### config.mk
export PLATFORM = sky130hd
export DESIGN_NAME = weight_stabilizer
export DESIGN_NICKNAME = d
export VERILOG_FILES = /design/src/rtl/weight_stabilizer.sv
export SDC_FILE = /design/constraint.sdc
export NUM_CORES = 1
export LEC_CHECK = 0
export BUFFER_PORTS_ARGS = -buffer_cell sky130_fd_sc_hd__buf_2
export CAP_MARGIN = 20
export CORE_MARGIN = 8
export CORE_UTILIZATION = 35
export DETAILED_ROUTE_END_ITERATION = 6
export GPL_ROUTABILITY_DRIVEN = 0
export PLACE_DENSITY = 0.47
export REMOVE_ABC_BUFFERS = 1
export SLEW_MARGIN = 20
export SYNTH_ARGS = -nofsm -noshare
export SYNTH_HDL_FRONTEND = slang
export SYNTH_SLANG_ARGS = --single-unit
### constraint.sdc
create_clock -name clk -period 4.2 [get_ports clk]
set_input_delay 0.42 -clock clk [delete_from_list [all_inputs] [get_ports clk]]
set_output_delay 0.42 -clock clk [all_outputs]
set_load 0.03 [all_outputs]
### src/rtl/weight_stabilizer.sv
// Load-cell conditioning stage: debounces raw samples and publishes a stable
// nonzero weight once per package, returning to zero only after confirmed removal.
module weight_stabilizer #(
  parameter int STABLE_CNT = 4,
  parameter int TOL        = 8,
  parameter int ZERO_THR   = 4,
  parameter int HOLD_EMPTY = 2
) (
  input  logic        clk,
  input  logic        reset,
  input  logic [11:0] raw_weight,
  input  logic        raw_valid,
  output logic [11:0] weight,
  output logic        stable,
  output logic        obj_start,
  output logic [1:0]  dbg_state
);

  localparam int CW = $clog2(STABLE_CNT) + 1;
  localparam int EW = $clog2(HOLD_EMPTY) + 1;

  typedef enum logic [1:0] {S_EMPTY, S_SETTLE, S_STABLE, S_LEAVING} state_t;

  state_t        state_q, state_d;
  logic [11:0]   weight_q, weight_d;
  logic [11:0]   ref_q, ref_d;
  logic [CW-1:0] cnt_q, cnt_d, cnt_inc;
  logic [EW-1:0] ecnt_q, ecnt_d, ecnt_inc;
  logic          stable_q, obj_start_q;
  logic          is_empty, in_ref, in_wt;
  logic          do_restart, do_leave;
  logic [12:0]   diff_ref, diff_wt;

  // Absolute differences are formed in 13 bits so the subtraction never wraps.
  always_comb begin
    diff_ref = (raw_weight >= ref_q)    ? ({1'b0, raw_weight} - {1'b0, ref_q})
                                        : ({1'b0, ref_q} - {1'b0, raw_weight});
    diff_wt  = (raw_weight >= weight_q) ? ({1'b0, raw_weight} - {1'b0, weight_q})
                                        : ({1'b0, weight_q} - {1'b0, raw_weight});
    is_empty = (raw_weight <= 12'(ZERO_THR));
    in_ref   = (diff_ref <= 13'(TOL));
    in_wt    = (diff_wt <= 13'(TOL));
    cnt_inc  = (cnt_q < CW'(STABLE_CNT)) ? cnt_q + 1'b1 : cnt_q;
    ecnt_inc = (ecnt_q < EW'(HOLD_EMPTY)) ? ecnt_q + 1'b1 : ecnt_q;
  end

  always_comb begin
    state_d    = state_q;
    weight_d   = weight_q;
    ref_d      = ref_q;
    cnt_d      = cnt_q;
    ecnt_d     = ecnt_q;
    do_restart = 1'b0;
    do_leave   = 1'b0;

    if (raw_valid) begin
      unique case (state_q)
        S_EMPTY: if (!is_empty) do_restart = 1'b1;
        S_SETTLE: begin
          if (is_empty) begin
            if (weight_q == 12'd0) begin
              state_d = S_EMPTY;
              cnt_d   = '0;
            end else begin
              do_leave = 1'b1;
            end
          end else if (in_ref) begin
            cnt_d = cnt_inc;
            if (cnt_inc >= CW'(STABLE_CNT)) begin
              weight_d = raw_weight;
              state_d  = S_STABLE;
            end
          end else begin
            do_restart = 1'b1;
          end
        end
        S_STABLE: begin
          if (is_empty)    do_leave   = 1'b1;
          else if (!in_wt) do_restart = 1'b1;
        end
        S_LEAVING: begin
          if (is_empty) begin
            ecnt_d = ecnt_inc;
            if (ecnt_inc >= EW'(HOLD_EMPTY)) begin
              weight_d = 12'd0;
              state_d  = S_EMPTY;
              ecnt_d   = '0;
            end
          end else if (in_wt) begin
            state_d = S_STABLE;
            ecnt_d  = '0;
          end else begin
            do_restart = 1'b1;
          end
        end
        default: state_d = S_EMPTY;
      endcase
    end

    // A fresh candidate value; with a one-sample window it is confirmed at once.
    if (do_restart) begin
      ref_d = raw_weight;
      cnt_d = CW'(1);
      if (STABLE_CNT == 1) begin
        weight_d = raw_weight;
        state_d  = S_STABLE;
      end else begin
        state_d = S_SETTLE;
      end
    end

    if (do_leave) begin
      if (HOLD_EMPTY == 1) begin
        weight_d = 12'd0;
        state_d  = S_EMPTY;
        ecnt_d   = '0;
      end else begin
        ecnt_d  = EW'(1);
        state_d = S_LEAVING;
      end
    end
  end

  always_ff @(posedge clk) begin
    if (reset) begin
      state_q     <= S_EMPTY;
      weight_q    <= 12'd0;
      ref_q       <= 12'd0;
      cnt_q       <= '0;
      ecnt_q      <= '0;
      stable_q    <= 1'b0;
      obj_start_q <= 1'b0;
    end else begin
      state_q     <= state_d;
      weight_q    <= weight_d;
      ref_q       <= ref_d;
      cnt_q       <= cnt_d;
      ecnt_q      <= ecnt_d;
      stable_q    <= (state_d == S_STABLE);
      obj_start_q <= (weight_q == 12'd0) && (weight_d != 12'd0);
    end
  end

  assign weight    = weight_q;
  assign stable    = stable_q;
  assign obj_start = obj_start_q;
  assign dbg_state = state_q;

endmodule

Yosys cells after proc, flatten, opt, wreduce, memory -nomap -nowiden
Cells that the tools add are included.
{"block": "classes", "mux": 46, "n_reduce_logical": 19, "n_lt_le_gt_ge": 9, "eq_ne": 6, "addsub": 6}
{"operator": "$mux W12", "count": 6}
{"operator": "$sub A12 B12 Y13", "count": 4}
{"operator": "$mux W2", "count": 14}
{"operator": "$le A13 B4 Y1 const B", "count": 2}
{"operator": "$mux W13", "count": 2}
{"operator": "$ge A12 B12 Y1", "count": 2}
{"operator": "$pmux W12 S2", "count": 1}
{"operator": "$mux W1", "count": 16}
{"operator": "$le A12 B3 Y1 const B", "count": 1}
{"operator": "$logic_not A12 Y1", "count": 1}
{"operator": "$mux W3", "count": 4}
{"operator": "$reduce_bool A12 Y1", "count": 1}
{"operator": "$reduce_bool A2 Y1", "count": 6}
{"operator": "$reduce_and A4 Y1", "count": 2}
{"operator": "$eq A2 B2 Y1 const B", "count": 3}
{"operator": "$reduce_and A3 Y1", "count": 2}
{"operator": "$reduce_bool A3 Y1", "count": 2}
{"operator": "$reduce_or A2 Y1", "count": 3}
{"operator": "$pmux W2 S2", "count": 1}
{"operator": "$add A3 B1 Y3 const B", "count": 1}
{"operator": "$ge A3 B3 Y1 const B", "count": 1}
{"operator": "$lt A3 B3 Y1 const B", "count": 1}
{"operator": "$ne A3 B1 Y1 const B", "count": 1}
{"operator": "$pmux W1 S3", "count": 1}
{"operator": "8 further kinds", "count": 8}
{"block": "totals", "elab_cells": 95, "out_inout_bits": 16, "reg_bits": 33}

Logic depth before layout (Yosys ltp)
{"block": "depth", "depth_word": 11, "mapped_depth": 15}

Least setup slack after synthesis
Ideal clock, no wire load.
{"block": "synth_timing", "kind": "register to register", "startpoint": "reg weight_q[6] (netlist: weight[6])", "endpoint": "reg ref_q[3]", "path_stages_with_launch": 15, "period_less_slack_ns": 3.888, "path_slack_ns": 0.312, "setup_time_ns": 0.128, "arrival_time_ns": 3.761, "required_time_ns": 4.072, "cell_sequence": "dfxtp_1 -> ha_1 -> buf_2 -> and3_1 -> nor3b_1 -> o21a_1 -> nor3_4 -> mux2i_1 -> xnor2_1 -> o41a_1 -> o41a_1 -> o311ai_4 -> buf_8 -> mux2i_1 -> nor2_1"}
{"block": "synth_between", "elab_chain_len": 7}
{"item": "start, declared", "line": "25", "rtl": "logic [11:0] weight_q, weight_d;"}
{"item": "start signal, assigned", "line": "135", "rtl": "weight_q <= weight_d;"}
{"item": "$sub A12 B12 Y13, or another cell as far along", "line": "39", "rtl": ": ({1'b0, weight_q} - {1'b0, raw_weight});"}
{"item": "$mux W13 (*)", "line": "38", "rtl": "diff_wt = (raw_weight >= weight_q) ? ({1'b0, raw_weight} - {1'b0, weight_q})"}
{"item": "$le A13 B4 Y1 (*)", "line": "42", "rtl": "in_wt = (diff_wt <= 13'(TOL));"}
{"item": "$mux W1 (*)", "line": "79, 89"}
{"item": "$mux W1 (*)", "line": "82", "rtl": "if (is_empty) begin"}
{"item": "$pmux W1 S3 (*)", "line": "57", "rtl": "unique case (state_q)"}
{"item": "$mux W1 (*)", "line": "56", "rtl": "if (raw_valid) begin"}
{"item": "end signal, assigned", "line": "136", "rtl": "ref_q <= ref_d;"}
{"item": "end, declared", "line": "26", "rtl": "logic [11:0] ref_q, ref_d;"}
Every way passes the cells marked *; elsewhere a longest branch is shown, timed or not.
A chain may end at the register's enable or synchronous reset.

Final worst setup path
{"block": "layout_timing", "startpoint": "reg weight_q[9] (netlist: weight[9])", "endpoint": "reg ref_q[4]"}
Same word-level chain as after synthesis.

==> impl_metrics.ini <==
[critical_path]
cp-end-kind = flip-flop
cp_max_fo = 16
critPathKind = flip-flop to flip-flop
crit_path_start = weight[9]
cp.required_ns = 4.35
cp.arrival_ns = 4.13
start_kind = flip-flop
regToRegStartpoint = weight[9]

[layout]
layout-drive-gt1-share = 0.1741
final_util = 0.4156
n_antenna_cell = 0
final_cell_count_no_fill = 703
area_delta_synth_final_pct = 17.21
nets = 630
stdcell_area_mm2 = 0.004466

[placed_design]
dpl.hpwl_um = 9643
dpl_cell_area_mm2 = 0.004350
placed_cells = 695
port_buffers = 30

[clock_tree]
cts.path.max_buffers = 2
post-cts-setup-buffers = 0
clockRootBuffer = clkbuf_8
post_cts_resized = 0
tritoncts.num_buffers = 5
htree_num_levels = 2
hold_buffers = 0
clk_latency_ns = 0.29
path_clk_slew_ns = 0.09
cts.sinks = 33
cts_tree = yes

[logic_synthesis]
async_reset_ff_frac = 0
syn-instance-count = 505
yosys-top-cells-area = ha_1 (17%), dfxtp_1 (17%), a21oi_1 (5.5%)
yosys_warnings = 0
synth_largest_type_area_fraction = 0.1741
synth-edff-count = 0
synth_top_cell_by_area = ha_1
netlist_area_mm2 = 0.003810
synth_area_per_cell_um2 = 7.544
ys_seq_area_frac = 0.1734
synth_cell_types = 62
ys.flop_type = dfxtp_1
synth_seq_cells = 33

[sta]
maxSlewHeadroom = 0.5574
tns_ns = 0
slew_violations = 0
fmax_mhz = 251.2
hold_viol = 0
setup_violations = 0
rsz0062_at_grt = no
min_period_ns = 3.981
worst_slew_pin_slew_ns = 0.6569
period_share = 0.9479
skew_ns = 0.01128

[grt]
grt_overflow = 0
track_usage = 0.1639
first_global_vias = 3607
grt_pass1_wl_um = 19200
antenna_found_initial = 0
grt_max_degree = 32

[floorplanning]
initial_core_util = 0.3546
core_area_mm2 = 0.01075
die-area_mm2 = 0.01448
die_h_um = 120.3
rows = 38
die_width_um = 120.3
num_io_pins = 31

[outcome]
outcome = finished, final reports clean

[detailed_routing]
wirelength_um = 11950
routed_via_density = 5.546
drt_iter0_drc = 342
drtAntennaViolNets = 0
drt_first_pass_iters = 5
vias = 3899
wl_per_cell_um = 17.00
remaining_drc_errors = 0

[power_and_ir_drop]
irDropWorstVdd_uv = 129.5
powerDensity_mw_per_mm2 = 224.9
p_leak_nw = 1.937
total_power_mw = 1.004

[job]
drv_cap = 0

[min_path]
hold_class = input pin to flip-flop
hold_path_startpoint = raw_weight[2]
## state kept, by name, summed over array words and instances (netlist names)
register / flops
cnt_q: 3
dbg_state: 2
ecnt_q: 2
obj_start: 1
ref_q: 12
stable: 1
weight: 12
## path summary, 6_finish.rpt
path	depth (start not counted)	endpoint	slack (ns)
worst min-delay path	3	ref_q[2]	0.46
worst min register to register	1	ecnt_q[0]	0.48
worst max-delay path	14	ref_q[4]	0.22
worst max register to register	14	ref_q[4]	0.22
## where the power goes
part / total, mW / switching [mW] / internal [mW] / leakage (nW)
clock: 0.314 / 0.136 / 0.178 / 0.0543
combinational: 0.359 / 0.210 / 0.149 / 1.61
sequential: 0.331 / 0.00883 / 0.323 / 0.268
## Yosys cell counts, drive strengths merged (4+ instances only)
library cell  instances
or2                   8
ha                   53
a21o                 12
a21oi                42
nor3b                 4
o21ai                22
and2                  6
a22oi                11
nand3                11
nor4                 14
inv                  49
nor3                 13
nor2                 52
clkbuf               14
buf                   4
nand2                26
dfxtp                33
o211ai                4
a211oi                7
o41a                  4
mux2i                18
nand4                 5
o21a                  5
o21bai                6
xor2                  4
a31oi                11
xnor2                 8
nor2b                 9
nand2b                6
## cell type report
class | count | area [µm²]
fill | 1134 | 6280
multi-input combinational | 405 | 2883
sequential | 33 | 660.6
timing repair buffer | 68 | 447.9
inverter | 49 | 183.9
tap | 140 | 175.2
clock buffer | 5 | 68.82
clock inverter | 3 | 46.29
## kinds of logic (layout without fill, tap and decap cells)
kind of cell               count (synthesis)  after routing  share of synthesized area
AOI/OAI and AO/OA                        156            156                     0.2788
buffers and inverters                     67            125                    0.06995
muxes                                     18             18                    0.04729
adders and majority gates                 53             53                     0.1741
DFF                                       33             33                     0.1734
xor gates and xnor gates                  12             12                    0.02759
and+or+nand+nor                          166            166                     0.2289
## worst max-delay path, stage by stage, from the launching register on
cell and delay [ns]:
dfxtp_1 0.44, inv_1 0.07, ha_1 0.22, a21o_1 0.21, a21oi_1 0.33, nand2_2 0.14
nor3_4 0.48, a211oi_1 0.15, a311oi_1 0.29, nand4_1 0.22, o41a_1 0.49, o311ai_4 0.31
buf_12 0.22, mux2i_1 0.21, nor2_1 0.06
## routing by layer
| layer | global-route usage | vias to the layer above | part of all wire |
|---|---|---|---|
| li1 | - | 1948 | - |
| met1 | 0.2261 | 1825 | 0.49 |
| met2 | 0.2592 | 114 | 0.44 |
| met3 | 0.02704 | 12 | 0.049 |
| met4 | 0.04215 | 0 | 0.019 |
| met5 | 0 | - | 0 |
## placed cells by master, fill, tap and decap left out, types with 12 or more instances in the layout
| cell | instances |
|---|---|
| nand2_1 | 25 |
| nor3_1 | 12 |
| o21ai_0 | 22 |
| a21oi_1 | 42 |
| ha_1 | 53 |
| buf_4 | 37 |
| a21o_1 | 12 |
| inv_1 | 48 |
| dfxtp_1 | 33 |
| mux2i_1 | 18 |
| nor2_1 | 52 |
| nor4_1 | 14 |
| buf_2 | 30 |
## through the flow
| stage | setup WS [ns] | hold slack [ns] |
|---|---|---|
| final | 0.2188 | 0.4633 |
| after global routing | 0.02772 | 0.4900 |
| after CTS | 0.2469 | 0.4576 |
| after detailed placement | 0.05123 | 0.4671 |
| after global placement | 0.03147 | 0.4524 |
| after floorplan | 0.2103 | 0.4333 |
Note: power is estimated with default switching activity, not from simulation.
